--- src/rtl/sd_block_reader.sv ---
// rtl/sd_block_reader.sv - SD DAT-line block receiver with per-line CRC16 check and byte FIFO
// Deserialises 1- or 4-line blocks into a byte stream, checks CRC and end bit, handles multi-block reads.

module sd_block_reader #(
    parameter int  DATA_LINES    = 4,
    parameter int  MAX_BLK_LEN   = 512,
    parameter int  START_TIMEOUT = 5000,
    parameter int  FIFO_DEPTH    = 4,
    localparam int LEN_W         = $clog2(MAX_BLK_LEN + 1)
) (
    input  logic                  clk,
    input  logic                  rst_n,
    input  logic                  i_sd_stb,
    input  logic [DATA_LINES-1:0] i_sd_data,
    input  logic                  i_start,
    input  logic                  i_abort,
    input  logic [LEN_W-1:0]      i_blk_len,
    input  logic [15:0]           i_blk_cnt,
    output logic                  o_sd_hold,
    output logic [7:0]            o_st_data,
    output logic                  o_st_vld,
    input  logic                  i_st_rdy,
    output logic                  o_st_sop,
    output logic                  o_st_eop,
    output logic                  o_busy,
    output logic                  o_done,
    output logic [3:0]            o_status,
    output logic [DATA_LINES-1:0] o_crc_err_lines
);

    localparam int TO_W  = ($clog2(START_TIMEOUT + 1) > 16) ? $clog2(START_TIMEOUT + 1) : 16;
    localparam int PTR_W = (FIFO_DEPTH > 1) ? $clog2(FIFO_DEPTH) : 1;
    localparam int CNT_W = $clog2(FIFO_DEPTH + 1);
    localparam logic [3:0]       BIT_LAST = 4'(8 / DATA_LINES - 1);
    localparam logic [LEN_W-1:0] MAX_LEN  = LEN_W'(MAX_BLK_LEN);

    typedef enum logic [2:0] {
        S_IDLE,
        S_WAIT_START,
        S_DATA,
        S_CRC,
        S_END_BIT
    } state_t;

    state_t                  state;
    logic [LEN_W-1:0]        blk_len;
    logic [LEN_W-1:0]        byte_cnt;
    logic [15:0]             blk_left;
    logic [TO_W-1:0]         to_cnt;
    logic [3:0]              bit_cnt;
    logic [7:0]              shreg;
    logic [15:0]             crc_calc [DATA_LINES];
    logic [15:0]             crc_rx   [DATA_LINES];
    logic [3:0]              status;
    logic [DATA_LINES-1:0]   crc_lines;
    logic                    done;
    logic                    push_vld;
    logic [9:0]              push_word;

    logic [9:0]              fifo_mem [FIFO_DEPTH];
    logic [PTR_W-1:0]        wr_ptr;
    logic [PTR_W-1:0]        rd_ptr;
    logic [CNT_W-1:0]        fifo_cnt;
    logic [CNT_W-1:0]        fifo_cnt_nxt;
    logic                    sd_hold;
    logic                    pop;
    logic [7:0]              sh_next;
    logic [DATA_LINES-1:0]   mism;
    logic                    last_byte;
    logic                    fifo_full_nxt;

    function automatic logic [15:0] crc16_step(input logic [15:0] crc, input logic din);
        logic [15:0] r;
        r = {crc[14:0], 1'b0};
        if (crc[15] ^ din) r = r ^ 16'h1021;
        return r;
    endfunction

    function automatic logic [PTR_W-1:0] ptr_inc(input logic [PTR_W-1:0] p);
        return (p == PTR_W'(FIFO_DEPTH - 1)) ? '0 : p + PTR_W'(1);
    endfunction

    assign pop           = (fifo_cnt != '0) && i_st_rdy;
    assign fifo_cnt_nxt  = fifo_cnt + CNT_W'(push_vld) - CNT_W'(pop);
    assign fifo_full_nxt = (fifo_cnt_nxt == CNT_W'(FIFO_DEPTH));
    assign sh_next       = 8'({shreg, i_sd_data});
    assign last_byte     = (byte_cnt == blk_len - LEN_W'(1));

    always_comb begin
        mism = '0;
        for (int l = 0; l < DATA_LINES; l++) mism[l] = (crc_rx[l] != crc_calc[l]);
    end

    always_ff @(posedge clk or negedge rst_n) begin
        if (!rst_n) begin
            state     <= S_IDLE;
            blk_len   <= '0;
            byte_cnt  <= '0;
            blk_left  <= '0;
            to_cnt    <= '0;
            bit_cnt   <= '0;
            shreg     <= '0;
            status    <= '0;
            crc_lines <= '0;
            done      <= 1'b0;
            push_vld  <= 1'b0;
            push_word <= '0;
            for (int l = 0; l < DATA_LINES; l++) begin
                crc_calc[l] <= '0;
                crc_rx[l]   <= '0;
            end
        end else begin
            done     <= 1'b0;
            push_vld <= 1'b0;
            if (i_abort) begin
                if (state != S_IDLE) begin
                    state     <= S_IDLE;
                    status[3] <= 1'b1;
                    done      <= 1'b1;
                end
            end else begin
                case (state)
                    S_IDLE: begin
                        if (i_start && fifo_cnt == '0 && !push_vld) begin
                            blk_len   <= (i_blk_len == '0) ? MAX_LEN : i_blk_len;
                            blk_left  <= (i_blk_cnt == 16'd0) ? 16'd1 : i_blk_cnt;
                            status    <= '0;
                            crc_lines <= '0;
                            to_cnt    <= '0;
                            byte_cnt  <= '0;
                            bit_cnt   <= '0;
                            for (int l = 0; l < DATA_LINES; l++) begin
                                crc_calc[l] <= '0;
                                crc_rx[l]   <= '0;
                            end
                            state <= S_WAIT_START;
                        end
                    end
                    S_WAIT_START: begin
                        if (i_sd_stb) begin
                            if (~|i_sd_data) begin
                                state    <= S_DATA;
                                to_cnt   <= '0;
                                bit_cnt  <= '0;
                                byte_cnt <= '0;
                            end else if (to_cnt == TO_W'(START_TIMEOUT - 1)) begin
                                to_cnt    <= TO_W'(START_TIMEOUT);
                                status[0] <= 1'b1;
                                done      <= 1'b1;
                                state     <= S_IDLE;
                            end else begin
                                to_cnt <= to_cnt + TO_W'(1);
                            end
                        end
                    end
                    S_DATA: begin
                        if (i_sd_stb) begin
                            for (int l = 0; l < DATA_LINES; l++)
                                crc_calc[l] <= crc16_step(crc_calc[l], i_sd_data[l]);
                            shreg <= sh_next;
                            if (bit_cnt == BIT_LAST) begin
                                bit_cnt <= '0;
                                // No room for the byte: drop it and flag the transfer as corrupt.
                                if (fifo_full_nxt) begin
                                    status[1] <= 1'b1;
                                end else begin
                                    push_vld  <= 1'b1;
                                    push_word <= {byte_cnt == '0, last_byte, sh_next};
                                end
                                if (last_byte) begin
                                    byte_cnt <= '0;
                                    state    <= S_CRC;
                                end else begin
                                    byte_cnt <= byte_cnt + LEN_W'(1);
                                end
                            end else begin
                                bit_cnt <= bit_cnt + 4'd1;
                            end
                        end
                    end
                    S_CRC: begin
                        if (i_sd_stb) begin
                            for (int l = 0; l < DATA_LINES; l++)
                                crc_rx[l] <= {crc_rx[l][14:0], i_sd_data[l]};
                            if (bit_cnt == 4'd15) begin
                                bit_cnt <= '0;
                                state   <= S_END_BIT;
                            end else begin
                                bit_cnt <= bit_cnt + 4'd1;
                            end
                        end
                    end
                    S_END_BIT: begin
                        if (i_sd_stb) begin
                            crc_lines <= crc_lines | mism;
                            if (|mism) status[1] <= 1'b1;
                            if (!(&i_sd_data)) status[2] <= 1'b1;
                            if ((|mism) || !(&i_sd_data) || status[1] || blk_left == 16'd1) begin
                                done  <= 1'b1;
                                state <= S_IDLE;
                            end else begin
                                blk_left <= blk_left - 16'd1;
                                to_cnt   <= '0;
                                for (int l = 0; l < DATA_LINES; l++) begin
                                    crc_calc[l] <= '0;
                                    crc_rx[l]   <= '0;
                                end
                                state <= S_WAIT_START;
                            end
                        end
                    end
                    default: state <= S_IDLE;
                endcase
            end
        end
    end

    // Abort flushes everything, including a byte still waiting in push_word.
    always_ff @(posedge clk or negedge rst_n) begin
        if (!rst_n) begin
            wr_ptr   <= '0;
            rd_ptr   <= '0;
            fifo_cnt <= '0;
            sd_hold  <= 1'b0;
        end else if (i_abort) begin
            wr_ptr   <= '0;
            rd_ptr   <= '0;
            fifo_cnt <= '0;
            sd_hold  <= 1'b0;
        end else begin
            if (push_vld) wr_ptr <= ptr_inc(wr_ptr);
            if (pop) rd_ptr <= ptr_inc(rd_ptr);
            fifo_cnt <= fifo_cnt_nxt;
            sd_hold  <= (fifo_cnt_nxt >= CNT_W'(FIFO_DEPTH - 2));
        end
    end

    always_ff @(posedge clk) begin
        if (push_vld && !i_abort) fifo_mem[wr_ptr] <= push_word;
    end

    assign o_st_vld        = (fifo_cnt != '0);
    assign o_st_data       = o_st_vld ? fifo_mem[rd_ptr][7:0] : 8'h00;
    assign o_st_eop        = o_st_vld ? fifo_mem[rd_ptr][8] : 1'b0;
    assign o_st_sop        = o_st_vld ? fifo_mem[rd_ptr][9] : 1'b0;
    assign o_sd_hold       = sd_hold;
    assign o_busy          = (state != S_IDLE) || (fifo_cnt != '0) || push_vld;
    assign o_done          = done;
    assign o_status        = status;
    assign o_crc_err_lines = crc_lines;

endmodule
--- config.mk ---
export PLATFORM = sky130hd
export DESIGN_NAME = sd_block_reader
export DESIGN_NICKNAME = d
export VERILOG_FILES = /design/src/rtl/sd_block_reader.sv
export SDC_FILE = /design/constraint.sdc
export NUM_CORES = 1
export LEC_CHECK = 0
export CORE_MARGIN = 10
export CORE_UTILIZATION = 61
export CTS_CLUSTER_DIAMETER = 80
export CTS_CLUSTER_SIZE = 8
export DETAILED_ROUTE_END_ITERATION = 6
export GPL_TIMING_DRIVEN = 0
export PLACE_DENSITY = 0.81
export SLEW_MARGIN = 20
export SYNTH_ARGS = -nofsm -noshare
export SYNTH_HDL_FRONTEND = slang
export SYNTH_SLANG_ARGS = --single-unit
--- constraint.sdc ---
create_clock -name clk -period 3.4 [get_ports clk]
set_input_delay 1.02 -clock clk [delete_from_list [all_inputs] [get_ports clk]]
set_output_delay 1.02 -clock clk [all_outputs]
set_load 0.05 [all_outputs]
==> results.ini <==
[power_and_ir_drop]
peakVddDrop_mv = 0.436
p_clk_frac = 0.332
switching_share = 0.341
leakage_nw = 6.46
intPower_mw = 6.54
p_comb_frac = 0.300
netSwitchingPower_mw = 3.39
p_per_area_nw_per_um2 = 696
seq_power_share = 0.368

[synth]
synth_common_cells = dfrtp_1 (219), a22o_1 (124), nand2_1 (75), xor2_1 (75), nor2_1 (72)
async_reset_ff_frac = 0.846
yosysWarnings = 0
yosysMostFrequentCell = dfrtp_1
syn_inst = 1062
synth_area_um2 = 12200
synth_top_area_frac = 0.451
yosys.area.top_type = dfrtp_1
dominantRegCellSynth = dfrtp_1
ys_seq_area_frac = 0.549
synth_nets = 1114
ys_top_cells_by_area = dfrtp_1 (45%), edfxtp_1 (9.9%), a22o_1 (8.9%)
synth_edf_count = 40
ys_types = 69
avgSynthCellArea_um2 = 11.4
synth_seq_cells = 259

[placement]
routabilityCongestion = 0.924
portBuffers = 54
dp_cells = 1384
hpwlAfterDp_mm = 19.0

[die]
io-pin-count = 58
die_w_um = 161
die-area_um2 = 26000
core-area_um2 = 19500
rows = 51
initial_core_util = 0.623
die_h_um = 161

[clock_tree]
cts_max_level = 2
cts_root_buf = clkbuf_16
numClockSinks = 259
cts_tree = yes
cts.path.max_buffers = 3
numCtsBuffers = 38
ctsHoldBuffers = 0
clk_latency_ns = 0.51
clk_pin_slew_ns = 0.05

[sta]
hold_viol_final = 0
fmax_mhz = 303
period_minus_slack_ns = 3.30
slew_viol_final = 0
min_period_over_period = 0.970
setup_violations = 0
worstMarginPinSlew_ns = 0.825
setup_tns_ns = 0
clock_skew_ns = 0.0185
maxSlewHeadroom = 0.436

[worst_setup_path]
ff2ff_path_depth = 15
cp.required_ns = 2.38
end_kind = output port
worstPathMaxFanout = 4
worstSetupPathType = flip-flop to output port
start_kind = flip-flop
cp_data_arrival_time_ns = 2.28

[status]
status = finished clean

[layout]
multi_input_area_um2 = 5180
fin_cells = 1438
layout.nets = 1216
area_delta_synth_final_pct = 17.3
seqCellArea_um2 = 6680
diodes = 0
n_fill_cell = 1349
drive_gt1_frac = 0.102

[drt]
wl_mm = 28.7
antenna_left = 0
drt_iter0_markers = 894
first_pass_iters = 6
drc_errors = 0
viasPerCell = 6.22
wl_per_cell_um = 19.9
vias = 8951

[global_routing]
grt_overflow = 0
grt_max_degree = 91
antenna_found_initial = 0
grtUsageTotal = 0.220
grt_pass1_vias = 9246
grt_pass1_wl_mm = 47.5

[job]
max_cap_violations = 0

[min_path]
hp-class = input port to async pin

[metal layers]
metal | up-vias | share of wire | global-route usage
met3 | 53 | 0.059 | 0.0447
met5 | - | 0 | 0
met4 | 0 | 0.020 | 0.0732
met1 | 4475 | 0.43 | 0.295
met2 | 296 | 0.49 | 0.352
li1 | 4127 | - | -
[cell usage in the layout, fill, tap and decap left out, types with 25 or more instances in the layout]
| cell | n |
|---|---|
| nand2_1 | 74 |
| a22o_1 | 124 |
| nor4_1 | 28 |
| xor2_1 | 74 |
| clkbuf_16 | 39 |
| a21oi_1 | 40 |
| nor3_1 | 25 |
| clkdlybuf4s50_1 | 41 |
| dfrtp_1 | 217 |
| clkbuf_1 | 42 |
| nor2_1 | 72 |
| edfxtp_1 | 40 |
[power groups by stage]
stage	Combinational, mW	Clock (mW)	Sequential, mW
2_1_floorplan	1.85	0	3.71
3_3_place_gp	2.67	0	3.67
3_5_place_dp	2.74	0	3.67
4_1_cts	2.80	3.34	3.63
5_1_grt	3.23	3.48	3.69
6_report	2.98	3.30	3.65
[flip-flops by register name, indices dropped and copies added, names as in the netlist]
name,cells
o_sd_hold,1
o_done,1
crc_calc,64
to_cnt,16
fifo_mem,40
state,3
blk_left,16
fifo_cnt,3
rd_ptr,2
shreg,4
o_status,4
push_word,10
crc_rx,64
o_crc_err_lines,4
bit_cnt,4
push_vld,1
blk_len,10
byte_cnt,10
wr_ptr,2
[cells by family after synthesis]
family                     synth area share
and+or+nand+nor                       0.135
AOI/OAI and AO/OA                     0.167
DFF                                   0.549
xor gates and xnor gates             0.0699
buffers and inverters                0.0315
muxes                                0.0293
adders and majority gates            0.0179
[critical path, stage by stage (launching register included)]
cell,delay [ns]
dfrtp_2,0.46
nor4_2,0.45
nand2_1,0.12
clkdlybuf4s50_1,0.73
[worst paths after layout]
kind | slack (ns) | startpoint | endpoint
setup / recovery | 0.10 | fifo_cnt[1] | o_busy
hold / removal | 0.43 | rst_n | crc_rx[54]
setup reg to reg | 0.15 | fifo_cnt[1] | o_status[1]
hold reg to reg | 0.47 | shreg[0] | push_word[4]
max in group asynchronous | 1.79 | rst_n | rd_ptr[0]
min in group clk | 0.47 | shreg[0] | push_word[4]
[layout make-up]
cell class                 count  area share
timing repair buffer          62      0.0448
buffer                        59      0.0225
tap                          265      0.0233
multi-input combinational    722       0.363
sequential                   259       0.469
clock buffer                  47      0.0706
inverter                      22     0.00579
clock inverter                 2     0.00114
[metrics by stage]
| step | worst slack, ns | power [mW] | instance area (µm²) | util | hold WS [ns] |
|---|---|---|---|---|---|
| finish | 0.101 | 9.93 | 14300 | 0.730 | 0.428 |
| floorplan | 0.109 | 5.56 | 12200 | - | 0.446 |
| global placement | -7.66 | 6.34 | 13000 | 0.667 | 0.458 |
| global route | -0.00678 | 10.4 | 14300 | 0.730 | 0.458 |
| CTS | 0.00666 | 9.77 | 14200 | 0.726 | 0.441 |
| detailed placement | -0.806 | 6.41 | 13100 | 0.671 | 0.464 |
[repair_timing]
item	in CTS	in global routing
pin swaps	1	1
cloned	0	0
gates resized for setup	17	19
setup endpoints to repair	20	68
setup buffers	4	1
No activity file was read; power rests on OpenSTA's default activity.
